<file path="src/rtl/alu_arb_pkg.sv">
// Shared types and constants for the two-requester ALU arbiter: FSM states, flag bit
// positions and requester IDs.
package alu_arb_pkg;

  typedef enum logic [1:0] {
    StIdle = 2'd0,
    StExec = 2'd1,
    StResp = 2'd2
  } state_e;

  // Bit positions inside the {n,c,z,v} response flag vector
  localparam int unsigned NzcvN = 3;
  localparam int unsigned NzcvC = 2;
  localparam int unsigned NzcvZ = 1;
  localparam int unsigned NzcvV = 0;

  localparam logic IdReq0 = 1'b0;
  localparam logic IdReq1 = 1'b1;

endpackage

</file>
<file path="src/rtl/rr_arbiter2.sv">
// Two-way grant generator. Round-robin by default; fixed priority to requester 0
// when ALU_ARB_FIXED_PRIO_EN is defined.
module rr_arbiter2
  import alu_arb_pkg::*;
(
  input  logic       clk,
  input  logic       rst,
  input  logic [1:0] req,
  input  logic       en,
  output logic [1:0] gnt
);

`ifdef ALU_ARB_FIXED_PRIO_EN
  always_comb begin
    gnt = 2'b00;
    if (en) begin
      if (req[0])      gnt = 2'b01;
      else if (req[1]) gnt = 2'b10;
    end
  end
`else
  logic last_grant_q;

  always_comb begin
    gnt = 2'b00;
    if (en) begin
      unique case (req)
        2'b01:   gnt = 2'b01;
        2'b10:   gnt = 2'b10;
        // Contention: the requester that did not win last time goes first
        2'b11:   gnt = (last_grant_q == IdReq1) ? 2'b01 : 2'b10;
        default: gnt = 2'b00;
      endcase
    end
  end

  // A grant is always a transfer (ready == grant), so it updates history directly
  always_ff @(posedge clk) begin
    if (rst) begin
      last_grant_q <= IdReq1;
    end else if (gnt != 2'b00) begin
      last_grant_q <= gnt[1];
    end
  end
`endif

endmodule

</file>
<file path="src/rtl/alu_req_arbiter.sv">
// Shares one combinational ALU between two requesters: accept, execute for one cycle,
// hold a tagged response until consumed. Build option: ALU_ARB_FIXED_PRIO_EN.
module alu_req_arbiter
  import alu_arb_pkg::*;
#(
  parameter int unsigned len  = 4,
  parameter int unsigned OP_W = 3
) (
  input  logic            clk,
  input  logic            rst,
  input  logic            req0_valid,
  input  logic [OP_W-1:0] req0_op,
  input  logic [len-1:0]  req0_a,
  input  logic [len-1:0]  req0_b,
  output logic            req0_ready,
  input  logic            req1_valid,
  input  logic [OP_W-1:0] req1_op,
  input  logic [len-1:0]  req1_a,
  input  logic [len-1:0]  req1_b,
  output logic            req1_ready,
  output logic [OP_W-1:0] alu_op,
  output logic [len-1:0]  alu_a,
  output logic [len-1:0]  alu_b,
  input  logic [len-1:0]  alu_result,
  input  logic            alu_n,
  input  logic            alu_c,
  input  logic            alu_z,
  input  logic            alu_v,
  output logic            resp_valid,
  output logic            resp_id,
  output logic [len-1:0]  resp_result,
  output logic [3:0]      resp_nzcv,
  input  logic            resp_ready
);

  state_e          state_q, state_d;
  logic [1:0]      gnt;
  logic            arb_en;
  logic [OP_W-1:0] op_q;
  logic [len-1:0]  a_q, b_q;
  logic            id_q;
  logic            resp_valid_q;
  logic            resp_id_q;
  logic [len-1:0]  resp_result_q;
  logic [3:0]      resp_nzcv_q;
  logic [3:0]      alu_nzcv;

  // Gated by rst so nothing is offered while reset is being applied
  assign arb_en = (state_q == StIdle) && !rst;

  rr_arbiter2 u_arb (
    .clk (clk),
    .rst (rst),
    .req ({req1_valid, req0_valid}),
    .en  (arb_en),
    .gnt (gnt)
  );

  assign req0_ready = gnt[0];
  assign req1_ready = gnt[1];

  always_comb begin
    alu_nzcv        = 4'b0000;
    alu_nzcv[NzcvN] = alu_n;
    alu_nzcv[NzcvC] = alu_c;
    alu_nzcv[NzcvZ] = alu_z;
    alu_nzcv[NzcvV] = alu_v;
  end

  always_comb begin
    state_d = state_q;
    unique case (state_q)
      StIdle:  if (gnt != 2'b00) state_d = StExec;
      StExec:  state_d = StResp;
      StResp:  if (resp_ready) state_d = StIdle;
      default: state_d = StIdle;
    endcase
  end

  always_ff @(posedge clk) begin
    if (rst) begin
      state_q <= StIdle;
    end else begin
      state_q <= state_d;
    end
  end

  always_ff @(posedge clk) begin
    if (rst) begin
      op_q          <= '0;
      a_q           <= '0;
      b_q           <= '0;
      id_q          <= IdReq0;
      resp_valid_q  <= 1'b0;
      resp_id_q     <= IdReq0;
      resp_result_q <= '0;
      resp_nzcv_q   <= 4'b0000;
    end else begin
      if (gnt[1]) begin
        op_q <= req1_op;
        a_q  <= req1_a;
        b_q  <= req1_b;
        id_q <= IdReq1;
      end else if (gnt[0]) begin
        op_q <= req0_op;
        a_q  <= req0_a;
        b_q  <= req0_b;
        id_q <= IdReq0;
      end
      if (state_q == StExec) begin
        resp_valid_q  <= 1'b1;
        resp_id_q     <= id_q;
        resp_result_q <= alu_result;
        resp_nzcv_q   <= alu_nzcv;
      end else if (state_q == StResp && resp_ready) begin
        resp_valid_q <= 1'b0;
      end
    end
  end

  // Operand registers only change on a transfer, so the ALU inputs hold between operations
  assign alu_op      = op_q;
  assign alu_a       = a_q;
  assign alu_b       = b_q;
  assign resp_valid  = resp_valid_q;
  assign resp_id     = resp_id_q;
  assign resp_result = resp_result_q;
  assign resp_nzcv   = resp_nzcv_q;

endmodule

</file>
<file path="config.mk">
export PLATFORM = sky130hd
export DESIGN_NAME = alu_req_arbiter
export DESIGN_NICKNAME = d
export VERILOG_FILES = /design/src/rtl/alu_arb_pkg.sv /design/src/rtl/rr_arbiter2.sv /design/src/rtl/alu_req_arbiter.sv
export SDC_FILE = /design/constraint.sdc
export NUM_CORES = 1
export LEC_CHECK = 0
export CORE_MARGIN = 2
export CORE_UTILIZATION = 30
export DETAILED_ROUTE_END_ITERATION = 6
export PLACE_DENSITY = 0.73
export RECOVER_POWER = 100
export SYNTH_ARGS = -nofsm -noshare
export SYNTH_HDL_FRONTEND = slang
export SYNTH_SLANG_ARGS = --single-unit
</file>
<file path="constraint.sdc">
create_clock -name clk -period 1.15 [get_ports clk]
set_input_delay 0.1725 -clock clk [delete_from_list [all_inputs] [get_ports clk]]
set_output_delay 0.1725 -clock clk [all_outputs]
set_load 0.01 [all_outputs]
</file>
==> results of run 1 <==
metrics by stage:
step	hold slack (ps)	TNS [ps]	cells	power (W)	cell area (um^2)
floorplan	308.5	-631.1	130	0.001279	1117
global placement	442.8	-9009	237	0.001593	1790
detailed placement	450.2	-9266	237	0.001614	1790
CTS	393.6	-3429	242	0.001958	1795
global route	391.1	-5073	244	0.002154	1938
finish	385.6	-4134	244	0.002054	1938
registers in the layout, indices dropped and copies added (netlist names):
name,count
alu_a,4
alu_b,4
alu_op,3
id_q,1
resp_id,1
resp_nzcv,4
resp_result,4
resp_valid,1
state_q,2
u_arb.last_grant_q,1
path summary, 6_finish.rpt:
| path | slack [ps] | depth (start not counted) | to |
|---|---|---|---|
| max | -420 | 3 | req0_ready |
| min reg2reg | 460 | 2 | resp_result[2]$_SDFFE_PP0P_ |
| min | 390 | 3 | resp_nzcv[2]$_SDFFE_PP0P_ |
| max reg2reg | -320 | 6 | alu_b[1]$_SDFFE_PP0P_ |
kinds of logic after synthesis:
family                 Yosys count
AOI/OAI and AO/OA               50
and+or+nand+nor                 40
DFF                             25
buffers and inverters           15
worst min-delay path, delay by kind of cell:
kind	cells	cell delay, ps
AO/OA/AOI/OAI	1	50
buffers and inverters	1	400
AND/OR/NAND/NOR	1	60
layout make-up:
type / instances / share of cell area (%)
multi-input combinational: 90 / 30.73
clock buffer: 4 / 1.356
tap: 46 / 2.970
inverter: 3 / 0.5810
sequential: 25 / 26.34
timing repair buffer: 76 / 38.02
power by group through the flow:
stage          clock, W  combinational [W]  sequential, W
2_1_floorplan         0           0.000250        0.00103
3_3_place_gp          0           0.000599       0.000994
3_5_place_dp          0           0.000616       0.000998
4_1_cts        0.000396           0.000585       0.000977
5_1_grt        0.000441           0.000721       0.000992
6_report       0.000403           0.000669       0.000982
synth_stat cells:
cell / instances
o21ai_0: 4
or3b_2: 1
nor3_1: 1
nand3_1: 11
and2_1: 1
a21boi_2: 1
nor3_4: 1
a311oi_1: 11
buf_2: 5
a211oi_2: 1
buf_6: 2
nor2_1: 1
o32ai_1: 1
nor2b_1: 2
or2_1: 1
dfxtp_1: 25
a21bo_2: 1
clkbuf_1: 3
or3_4: 1
buf_1: 1
buf_4: 1
o21ai_1: 8
a21oi_1: 23
nand2_1: 19
inv_1: 3
nand2b_1: 1
timing repair:
action | CTS | global route
resized for setup | 34 | 46
endpoints found under the setup margin | 43 | 39
gates cloned | 0 | 0
setup buffers | 1 | 2
pin swaps | 1 | 8
layer usage:
layer,routed length (um),track usage (%)
met1,1458,20.70
met2,1700,26.95
met3,184,2.257
met4,32,5.851
met5,0,0
==> results.md, run 1 <==
* Wirelength, routed at 3375 um
* Buffers on Ports at 57
* Combinational family with the most area after synthesis: compound AO/OA/AOI/OAI gates
* RSZ-0062 raised after global routing: yes
* YS warnings at 0
* Bufs on Longest Clock Path at 2
* Sw Pwr at 0.0006129 W
* CTS sink cnt at 25
* Initial antenna violation count at 0
* Post-synth net total at 165
* Switching share of power at 29.83%
* Finish-stage setup viols at 15
* Routed vias/inst at 5.078
* N_diodes at 0
* Clk slew on worst S/H paths at 140 ps
* CP Cell Sequence: or3_4 > a211oi_4 > buf_2
* Layout Utilization at 56.74%
* Commonest non-fill, non-tap cell in the layout: clkdlybuf4s50_1
* Post-synthesis xor/xnor area fraction at 0%
* Area delta synth->final at 76.42%
* CTS Hold Bufs at 0
* Post-synthesis mux area share at 0%
* Row cnt at 21
* GRT Total Usage at 15.98%
* Clock H-tree levels at 1
* Sequential cell area at between 500 and 600 um^2
* Post-Synth Adder-Cell Area at 0%
* I/O pin cnt at 58
* Top post-synthesis cells by area: dfxtp_1 (46%), a21oi_1 (10%), a311oi_1 (8.8%)
* WL/cell at 13.83 um
* Setup ws final at -415.6 ps
* Final Skew at 3.692 ps
* Largest net degree at the start of global routing at 26
* Vias at 1,239
* CTS tree: done
* Tmin final at 1566 ps
* RR Startpoint: state_q[0]$_SDFFE_PP0P_
* Post-synthesis simple-gate area fraction at 18.45%
* Internal power at 0.001441 W
* TritonCTS Buffers at 3
* WP data arrival at approximately 1400 ps
* Distinct cell type count after synthesis at 26
* Max VDD drop at 0.0005462 V
* Initial core utilization at between 30% and 40%
* Post-synthesis sequential area ratio at between 40 and 50%
* Crit Path Class: flop to primary output
* Total power divided by cell area at roughly 1100 nW/um^2
* Number of synthesized register bits at 25
* Fmax at 0.6387 GHz
* Global-route wire length before repair at 5299 um
* Area leader, netlist: dfxtp_1
* CP delay by family, top: simple AND/OR/NAND/NOR gates
* Slowest cell on the critical path: or3_4
* Worst Setup SP: state_q[0]$_SDFFE_PP0P_
* Max FO, Critical Path at 2
* Period utilisation layout at 136.1%
* Pleak at 0.7391 nW
* Setup crit start kind: flop
* Final Max Tran Viols at 0
* Worst hold start: alu_c
* Antenna-violating nets left at 0
* Multi-input combinational cell area at 595.6 um^2
* Hpwl dp at 2432 um
* Post-synth top area share at a little under half
* Commonest non-fill, non-tap cells in the layout: clkdlybuf4s50_1 (34), a21oi_1 (23), nand2_1 (19), dfxtp_1 (19)
* Fillers at 315
* Syn Inst Count at 130
* Vias in the first global route at 1,189
* Buf/Inv on CP at 1
* Setup crit end kind: primary output
* Clock root buffer master: clkbuf_4
* Clk pwr share at 19.6%
* Die W at 64.52 um
* Worst slew pin tran at 299.9 ps
* Max incr delay on CP at 390 ps
* Residual DRC count at 0
* Die Height at 64.52 um
* Fin nets at 234
* Netlist Area Pre-Place at 1099 um^2
* Comb power frac at 32.6%
* Max-cap violations at 0
* Die area at 4162 um^2
* Failing checks: negative setup slack
* Status: complete, but fails checks
* Avg Cell Area, Syn at 8.450 um^2
* Dpl ws at -808.1 ps
* Max_slew headroom at 80.01%
* Number of DRC markers in iteration 0 at 33
* Drt pass-1 iters at 4
* Synth Area in Compound Gates at between 20% and 30%
* Remaining Overflow, GRT at 0
* Final Hold Fails at 0
* Core ar. at 3416 um^2
* Worst Hold Class: input pin to flop
* Reg power frac at 47.8%
* WP data required at 980 ps
* Worst skew pair latency at 320 ps
* Gpl congestion at between 0.7 and 0.8
* Layout cell share with drive strength beyond 1 at 26.77%
(Power assumes the default switching activity.)
==> run 2, diff against run 1 <==
--- a/config.mk
+++ b/config.mk
@@ -5,6 +5,7 @@
 export SDC_FILE = /design/constraint.sdc
 export NUM_CORES = 1
 export LEC_CHECK = 0
+export CAP_MARGIN = 20
 export CORE_MARGIN = 2
 export CORE_UTILIZATION = 30
 export DETAILED_ROUTE_END_ITERATION = 6
==> results of run 2 <==
Same layout as run 1: the final DEF is identical, and so are final timing and power.
==> run 3, diff against run 2 <==
--- a/config.mk
+++ b/config.mk
@@ -8,9 +8,11 @@
 export CAP_MARGIN = 20
 export CORE_MARGIN = 2
 export CORE_UTILIZATION = 30
+export CTS_BUF_LIST = sky130_fd_sc_hd__clkbuf_16
 export DETAILED_ROUTE_END_ITERATION = 6
 export PLACE_DENSITY = 0.73
 export RECOVER_POWER = 100
+export SETUP_SLACK_MARGIN = 0.4
 export SYNTH_ARGS = -nofsm -noshare
 export SYNTH_HDL_FRONTEND = slang
 export SYNTH_SLANG_ARGS = --single-unit
==> run 3 against run 2 <==
Against the previous run: the run still ends with negative setup slack left; non-clock buffer count increased by 6; critical path depth unchanged; worst setup slack improved by 51 ps; critical endpoint unchanged; highest routed layer unchanged.
==> results.md, run 3 (synthesis gave the netlist of run 1 again) <==
* Status: complete, but fails checks (unchanged)
* Failing checks: negative setup slack (unchanged)
* Layout cell share with drive strength beyond 1 at 54.11% (was 26.77%)
* Clk slew on worst S/H paths at 60 ps (was 140 ps)
* Gpl congestion at 0.7233 (was 0.7594)
* Largest net degree at the start of global routing at 26 (unchanged)
* Final Skew at 4.015 ps (was 3.692 ps)
* Setup ws final at -364.6 ps (was -415.6 ps)
* Initial antenna violation count at 0 (unchanged)
* Antenna-violating nets left at 0 (unchanged)
* WP data required at 980 ps (about the same)
* RR Startpoint: state_q[1]$_SDFFE_PP0P_ (was state_q[0]$_SDFFE_PP0P_)
* Design Power at 0.002599 W (was 0.002054 W)
* Bufs on Longest Clock Path at 2 (unchanged)
* Crit Path Class: flop to primary output (unchanged)
* Final Hold Fails at 0 (unchanged)
* Global-route wire length before repair at 5878 um (was 5299 um)
* Hpwl dp at 2510 um (was 2432 um)
* Fin nets at 243 (was 234)
* R2R Setup Slk at -290 ps (was -320 ps)
* WL/cell at 16.74 um (was 13.83 um)
* WP data arrival at 1340 ps (was 1390 ps)
* Wirelength, routed at 4235 um (was 3375 um)
* Row cnt at 21 (unchanged)
* Vias in the first global route at 1,267 (was 1,189)
* Commonest non-fill, non-tap cell in the layout: clkdlybuf4s50_1 (unchanged)
* Die Height at 64.52 um (unchanged)
* Drt pass-1 iters at 4 (unchanged)
* Clock root buffer master: clkbuf_16 (was clkbuf_4)
* Max-cap violations at 0 (unchanged)
* Fmax at 0.6602 GHz (was 0.6387 GHz)
* Vias at 1,316 (was 1,239)
* Routed vias/inst at 5.202 (was 5.078)
* Placed cell count at 235 (was 237)
* GRT Total Usage at 18.13% (was 15.98%)
* CTS sink cnt at 25 (unchanged)
* TritonCTS Buffers at 3 (unchanged)
* Core ar. at 3416 um^2 (unchanged)
* Fillers at 285 (was 315)
* Max_slew headroom at 80.38% (was 80.01%)
* N_diodes at 0 (unchanged)
* RSZ-0062 raised after global routing: yes (unchanged)
* Max FO, Critical Path at 3 (was 2)
* I/O pin cnt at 58 (unchanged)
* Die area at 4162 um^2 (unchanged)
* Remaining Overflow, GRT at 0 (unchanged)
* Worst Hold End: resp_result[3]$_SDFFE_PP0P_ (was resp_nzcv[2]$_SDFFE_PP0P_)
* Setup crit end kind: primary output (unchanged)
* Number of DRC markers in iteration 0 at 73 (was 33)
* Post-Layout Cell Count at 253 (was 244)
* Commonest non-fill, non-tap cells in the layout: clkdlybuf4s50_1 (33), buf_6 (27), dfxtp_2 (22) (was clkdlybuf4s50_1 (34), a21oi_1 (23), nand2_1 (19), dfxtp_1 (19))
* Period utilisation layout at 131.7% (was 136.1%)
* Buffers on Ports at 57 (unchanged)
* Worst slew pin tran at 293.4 ps (was 299.9 ps)
* CTS tree: done (unchanged)
* Tmin final at 1515 ps (was 1566 ps)
* Worst skew pair latency at 260 ps (was 320 ps)
* Dpl ws at -806.5 ps (was -808.1 ps)
* Area delta synth->final at 98.98% (was 76.42%)
* Clock H-tree levels at 1 (unchanged)
* Pleak at 0.8317 nW (was 0.7391 nW)
* Final Max Tran Viols at 0 (unchanged)
* Reg2reg end: alu_op[2]$_SDFFE_PP0P_ (was alu_b[1]$_SDFFE_PP0P_)
* Initial core utilization at 32.16% (unchanged)
* Hold path cells at 3 (unchanged)
* Setup crit start kind: flop (unchanged)
* Worst Hold Class: input pin to flop (unchanged)
* FF-to-FF path depth at 4 (was 6)
* Die W at 64.52 um (unchanged)
* Worst hold start: rst (was alu_c)
* Total power divided by cell area at 1189 nW/um^2 (was 1060 nW/um^2)
* Residual DRC count at 0 (unchanged)
* Max VDD drop at 0.0006046 V (was 0.0005462 V)
* Finish-stage setup viols at 16 (was 15)
## run 3: worst max-delay path by stage
stage / slack (ps) / depth (start not counted) / start / to
after floorplan: -50 / 4 / state_q[1]$_SDFFE_PP0P_ / alu_a[0]$_SDFFE_PP0P_
after global placement: -790 / 4 / rst / req0_ready
after detailed placement: -810 / 4 / rst / req0_ready
after CTS: -380 / 3 / state_q[1]$_SDFFE_PP0P_ / req0_ready
after global routing: -400 / 3 / state_q[1]$_SDFFE_PP0P_ / req0_ready
final: -360 / 3 / state_q[1]$_SDFFE_PP0P_ / req0_ready
## run 3: through the flow
stage,hold WS (ps),utilization (%),area [um^2],TNS [ps]
after floorplan,308.5,-,1142,-582.5
after global placement,439.4,52.16,1782,-8736
after detailed placement,452.3,52.16,1782,-9695
after CTS,460.4,59.27,2024,-3900
after global routing,481.5,63.99,2186,-4069
final,468.2,63.99,2186,-3320
## run 3: layer usage
layer	wire, um	GRT usage, %	vias up
li1	-	-	629
met1	1616	20.77	622
met5	0	0	-
met3	237	3.472	9
met4	112	10.37	0
met2	2269	31.38	56
## run 3: timing repair
| action | in CTS | in global routing |
|---|---|---|
| cloned | 4 | 0 |
| setup endpoints to repair | 48 | 48 |
| gates resized for setup | 156 | 25 |
| pin swaps | 16 | 18 |
| hold buffers | 0 | 0 |
| buffers inserted | 2 | 8 |
## run 3: worst max-delay path, cell delays in order, from the launching register on
cell      delay (ps)
dfxtp_4          340
or3_4            410
a211oi_4         170
buf_2            160
## run 3: final cells by class
cell class / count / area (um^2) / area share (%)
Timing Repair Buffer: 82 / 815.8 / 37.32
Clock inverter: 1 / 6.256 / 0.2862
Clock buffer: 3 / 75.07 / 3.434
Sequential cell: 25 / 531.8 / 24.33
Inverter: 3 / 11.26 / 0.5152
Tap cell: 46 / 57.56 / 2.633
Multi-Input combinational cell: 93 / 688.2 / 31.48
## run 3: power by group
group | total [W] | switching [W] | leakage (nW) | internal, W
combinational | 0.000807 | 0.000358 | 0.576 | 0.000449
clock | 0.000785 | 0.000311 | 0.0414 | 0.000474
sequential | 0.00101 | 0.0000537 | 0.215 | 0.000953
